--- src/rtl/bs_pkg.sv ---
// Shared types and defaults for the bit-serial operand interface
// (serializer and matching deserializer).
package bs_pkg;

    typedef enum logic {BS_IDLE, BS_SHIFT} bs_ser_state_t;

    localparam int BS_WORD_W  = 8;
    localparam int BS_GUARD_W = 8;

    // Frame counter width; a one-bit floor keeps a degenerate length legal.
    function automatic int bs_ctr_w(input int len);
        return (len > 1) ? $clog2(len) : 1;
    endfunction

endpackage

--- src/rtl/bs_frame_ctr.sv ---
// Bit-position counter for one serial frame of L bits: reload to 0,
// advance on enable, saturate at L-1 and flag the first/last positions.
module bs_frame_ctr
    import bs_pkg::*;
#(
    parameter int L = 16
) (
    input  logic i_clk,
    input  logic i_rst_n,
    input  logic i_load,
    input  logic i_en,
    output logic o_first,
    output logic o_last
);

    localparam int CW = bs_ctr_w(L);

    logic [CW-1:0] cnt_q;

    always_ff @(posedge i_clk or negedge i_rst_n) begin
        if (!i_rst_n) begin
            cnt_q <= '0;
        end else if (i_load) begin
            cnt_q <= '0;
        end else if (i_en && !o_last) begin
            cnt_q <= cnt_q + 1'b1;
        end
    end

    assign o_first = (cnt_q == '0);
    assign o_last  = (cnt_q == CW'(L - 1));

endmodule

--- src/rtl/bs_word_serializer.sv ---
// Transmit end of the bit-serial operand link: parallel word in over
// valid/ready, LSB-first bit stream out with first/last framing and guard bits.
//
// state    | meaning
// ---------+-------------------------------------------------------------
// BS_IDLE  | no frame; ready for a word, outputs quiet
// BS_SHIFT | frame in progress; shift register LSB is the current bit
module bs_word_serializer
    import bs_pkg::*;
#(
    parameter int WIDTH = BS_WORD_W,
    parameter int GUARD = BS_GUARD_W
) (
    input  logic             i_clk,
    input  logic             i_rst_n,
    input  logic [WIDTH-1:0] i_data,
    input  logic             i_signed,
    input  logic             i_valid,
    output logic             o_ready,
    input  logic             i_stall,
    output logic             o_bit,
    output logic             o_bit_valid,
    output logic             o_first,
    output logic             o_last,
    output logic             o_busy
);

    localparam int L = WIDTH + GUARD;

    generate
        if (WIDTH < 2 || L < 2) begin : g_bad_params
            $error("bs_word_serializer: WIDTH must be >= 2 and WIDTH+GUARD >= 2");
        end
    endgenerate

    bs_ser_state_t    state_q, state_d;
    logic [WIDTH-1:0] sreg_q, sreg_d;
    logic             ext_q, ext_d;
    logic             ctr_load, ctr_en;
    logic             ctr_first, ctr_last;
    logic             shifting;
    logic             accept;

    bs_frame_ctr #(.L(L)) u_frame_ctr (
        .i_clk   (i_clk),
        .i_rst_n (i_rst_n),
        .i_load  (ctr_load),
        .i_en    (ctr_en),
        .o_first (ctr_first),
        .o_last  (ctr_last)
    );

    assign shifting = (state_q == BS_SHIFT);
    // Ready on the last bit lets the next word load with no idle bubble.
    assign o_ready  = !shifting || (ctr_last && !i_stall);
    assign accept   = i_valid && o_ready;

    always_ff @(posedge i_clk or negedge i_rst_n) begin
        if (!i_rst_n) begin
            state_q <= BS_IDLE;
            sreg_q  <= '0;
            ext_q   <= 1'b0;
        end else begin
            state_q <= state_d;
            sreg_q  <= sreg_d;
            ext_q   <= ext_d;
        end
    end

    always_comb begin
        state_d  = state_q;
        sreg_d   = sreg_q;
        ext_d    = ext_q;
        ctr_load = 1'b0;
        ctr_en   = 1'b0;
        if (accept) begin
            state_d  = BS_SHIFT;
            sreg_d   = i_data;
            ext_d    = i_signed && i_data[WIDTH-1];
            ctr_load = 1'b1;
        end else if (shifting && !i_stall) begin
            if (ctr_last) begin
                state_d = BS_IDLE;
                sreg_d  = '0;
            end else begin
                // Vacated MSB takes the extension bit, so positions >= WIDTH are guard bits.
                sreg_d = {ext_q, sreg_q[WIDTH-1:1]};
                ctr_en = 1'b1;
            end
        end
    end

    assign o_bit       = shifting && sreg_q[0];
    assign o_bit_valid = shifting;
    assign o_busy      = shifting;
    assign o_first     = shifting && ctr_first;
    assign o_last      = shifting && ctr_last;

endmodule

--- config.mk ---
export PLATFORM = sky130hd
export DESIGN_NAME = bs_word_serializer
export DESIGN_NICKNAME = d
export VERILOG_FILES = /design/src/rtl/bs_pkg.sv /design/src/rtl/bs_frame_ctr.sv /design/src/rtl/bs_word_serializer.sv
export SDC_FILE = /design/constraint.sdc
export NUM_CORES = 1
export LEC_CHECK = 0
export CELL_PAD_IN_SITES_DETAIL_PLACEMENT = 1
export CELL_PAD_IN_SITES_GLOBAL_PLACEMENT = 2
export CORE_ASPECT_RATIO = 0.9
export CORE_MARGIN = 2
export CORE_UTILIZATION = 31
export CTS_CLUSTER_DIAMETER = 80
export DETAILED_ROUTE_END_ITERATION = 10
export PLACE_DENSITY = 0.89
export SLEW_MARGIN = 30
export SYNTH_ARGS = -nofsm -noshare
export SYNTH_HDL_FRONTEND = slang
export SYNTH_SLANG_ARGS = --single-unit
--- constraint.sdc ---
create_clock -name i_clk -period 3.5 [get_ports i_clk]
set_input_delay 0.35 -clock i_clk [delete_from_list [all_inputs] [get_ports i_clk]]
set_output_delay 0.35 -clock i_clk [all_outputs]
set_load 0.05 [all_outputs]
==> metrics <==
result of the run=complete, no violations; global-route wire length before repair=between 2000 and 3000 µm; setup TNS after final layout=0 ns; proportion of register bits with asynchronous set or reset after synthesis=100.0%; Die X-Extent=55.22 µm; hold_ws=0.4731 ns; Post-Synthesis Net Count=between 80 and 90; count of fill cells added during filler insertion=approximately 270; count of mapped cells out of synthesis=67; Worst Setup Start Kind=register; largest fanout of any net on the critical path=11; initial antenna violation count=0; met3 routed wirelength=between 80 and 90 µm; Static Leakage=around 0.44 nW; CORE AREA=2202 µm²; Met1 Wirelength=around 840 µm; number of slew-limit violations in the final report=0; fin util=around 43%; ports placed on the boundary=19; maximum ir drop on the vdd rail=between 0.2 and 0.3 mV; number of library cell types mapped by synthesis=26; number of buffers created by CTS=3; peak clock frequency supported by timing=388.2 MHz; initial cell density of the core=33.24%; Total Power=~680 µW; type of element capturing the critical path=primary output; clk slew on worst S/H paths=around 0.080 ns; total global-route track usage=roughly 14%; CTS tree=built; detailed router's first-iteration violation count=3; clock root buffer=sky130_fd_sc_hd__clkbuf_4; shortest period the worst path allows=between 2 and 3 ns; Highest Signal Layer=met4; post-synth top area cell=sky130_fd_sc_hd__dfrtp_1; maximum buffer depth of the clock tree=2; Buffers on Ports=18; clock skew after layout=0.001515 ns; number of sinks on the clock net=14; transition at the pin with the smallest max-transition slack=between 0.6 and 0.7 ns; final number of setup-violating endpoints=0; Pre-Repair DR Iteration Count=4; Hold-fix buffers, CTS=0; timing startpoint of the critical path=o_bit_valid; Antenna diodes=0; area growth from synthesis to final layout=30.60%; routed via count divided by cell count=roughly 5.4; main flop type after synthesis=sky130_fd_sc_hd__dfrtp_1; proportion of synthesized chip area in sequential cells=between 40 and 50%; FP Rows=16; Hold Fails Final Rpt=0; post-DP HPWL=approximately 1300 µm; maximum number of pins on one net before global-route repair=15; die area=2766 µm²; number of levels in the clock H-tree=1; RSZ-0062 raised after global routing=no; Final GP Congestion=0.7871; data required time of the critical path=around 3.2 ns; syn avg cell area=approximately 11 µm²; worst min-delay path class=in -> async; category of the most critical setup path=reg -> out; number of flops mapped to enable cells by yosys=0; Worst Path Arrival=roughly 2.2 ns; setup fix buffers added after clock tree synthesis=0; synthesis warning total=0; worst r2r src=u_frame_ctr.cnt_q[1]; Final ANT Viol Nets=0; number of resized instances in the post-cts repair step=0; clock latency on the worst-skew pair=between 0.2 and 0.3 ns; post-detailed-route wirelength per cell=roughly 15 µm; fraction of layout cells with a size suffix above 1=~8.1%; total congestion overflow after global routing=0; post-synthesis register bit count=14; DR DRC count=0; final worst path period share=approximately three quarters; count of cells along the worst register-to-register path=4; total via count after detailed routing=611; cell types with the largest area share after synthesis=sky130_fd_sc_hd__dfrtp_1, sky130_fd_sc_hd__a221o_1, sky130_fd_sc_hd__and3_1; cell area after technology mapping=between 700 and 800 µm²; portion of synthesized cell area occupied by the leading cell type=between 40% and 50%; relative max-transition margin=roughly 57%; wire length after detailed routing=roughly 1700 µm; met2 routed wirelength=roughly 810 µm; most instantiated library cell after synthesis=sky130_fd_sc_hd__dfrtp_1; NumNets Final=102; Vert. Die Dim=about 50 µm; leading post-synthesis cells by instance count=sky130_fd_sc_hd__dfrtp_1, sky130_fd_sc_hd__a221o_1, sky130_fd_sc_hd__and3_1, sky130_fd_sc_hd__inv_1, sky130_fd_sc_hd__nand3_1; total power per unit cell area=~710 nW/µm²; via count of the first global-routing pass=between 600 and 700; Max Cap Violations=0
==> report_power, final <==
part / internal, mW / leakage, nW / total, mW / switching [mW]
registers: 0.233 / 0.172 / 0.288 / 0.0552
clock network: 0.0632 / 0.0210 / 0.112 / 0.0488
logic: 0.132 / 0.246 / 0.280 / 0.148
total: 0.427 / 0.439 / 0.679 / 0.252
==> sequential cells by signal, summed over array words and instances, names as in the netlist <==
signal	flops
sreg_q	8
u_frame_ctr.cnt_q	4
ext_q	1
o_bit_valid	1
==> critical path, cell delays in order (launching register included) <==
cell,delay (ns)
sky130_fd_sc_hd__dfrtp_1,0.54
sky130_fd_sc_hd__or2b_1,0.29
sky130_fd_sc_hd__nor3b_1,0.27
sky130_fd_sc_hd__clkdlybuf4s50_1,0.86
==> final timing paths <==
| check | slack [ns] | to |
|---|---|---|
| worst max register to register | 1.90 | ext_q |
| worst min register to register | 0.51 | sreg_q[2] |
| worst min-delay path | 0.47 | u_frame_ctr.cnt_q[2] |
| worst max-delay path | 0.92 | o_first |
| max in group asynchronous | 2.62 | o_bit_valid |
| min in group i_clk | 0.51 | sreg_q[2] |
==> layer usage <==
metal / up-vias / global-route usage [%]
met2: 19 / 22.82
met1: 302 / 17.86
met4: 0 / 4.878
met3: 2 / 3.150
li1: 288 / -
met5: - / 0
==> cells by family (layout without fill, tap and decap cells) <==
| group | count (synthesis) | count (layout) | share of synthesized area [%] |
|---|---|---|---|
| buffers and inverters | 7 | 26 | 5.640 |
| AOI/OAI and AO/OA | 17 | 17 | 18.98 |
| and+or+nand+nor | 25 | 25 | 21.54 |
| adders and majority gates | 2 | 2 | 3.418 |
| muxes | 1 | 1 | 1.368 |
| DFF | 14 | 14 | 47.86 |
| xor gates and xnor gates | 1 | 1 | 1.197 |
==> metrics by stage <==
step / instances / cell area, µm² / setup WS, ns
global route: 113 / 955.9 / 0.8002
CTS: 113 / 955.9 / 0.9420
finish: 113 / 955.9 / 0.9243
detailed placement: 109 / 919.6 / 1.170
global placement: 109 / 919.6 / 1.231
floorplan: 67 / 732.0 / 0.9378
==> cell type report <==
| cell class | instances | area [µm²] | share of cell area, % |
|---|---|---|---|
| clock buffer | 4 | 36.28 | 3.796 |
| timing repair buffer | 18 | 180.2 | 18.85 |
| tap | 27 | 33.78 | 3.534 |
| sequential | 14 | 350.3 | 36.65 |
| multi-input combinational | 46 | 340.3 | 35.60 |
| inverter | 4 | 15.01 | 1.571 |
==> layout by cell type, fill, tap and decap left out, drive strengths merged <==
cell,count
and2b,1
and2,2
or2b,1
o21ai,2
nand2,3
nand3,4
nor3,1
ha,2
nand2b,2
nand4b,1
inv,4
o21a,1
o31ai,1
or3,1
xnor2,1
nor3b,1
clkbuf,4
clkdlybuf4s50,18
a32o,1
a21oi,4
a221o,8
dfrtp,14
mux2i,1
and3,8
Power figures use the tool's default switching activity.
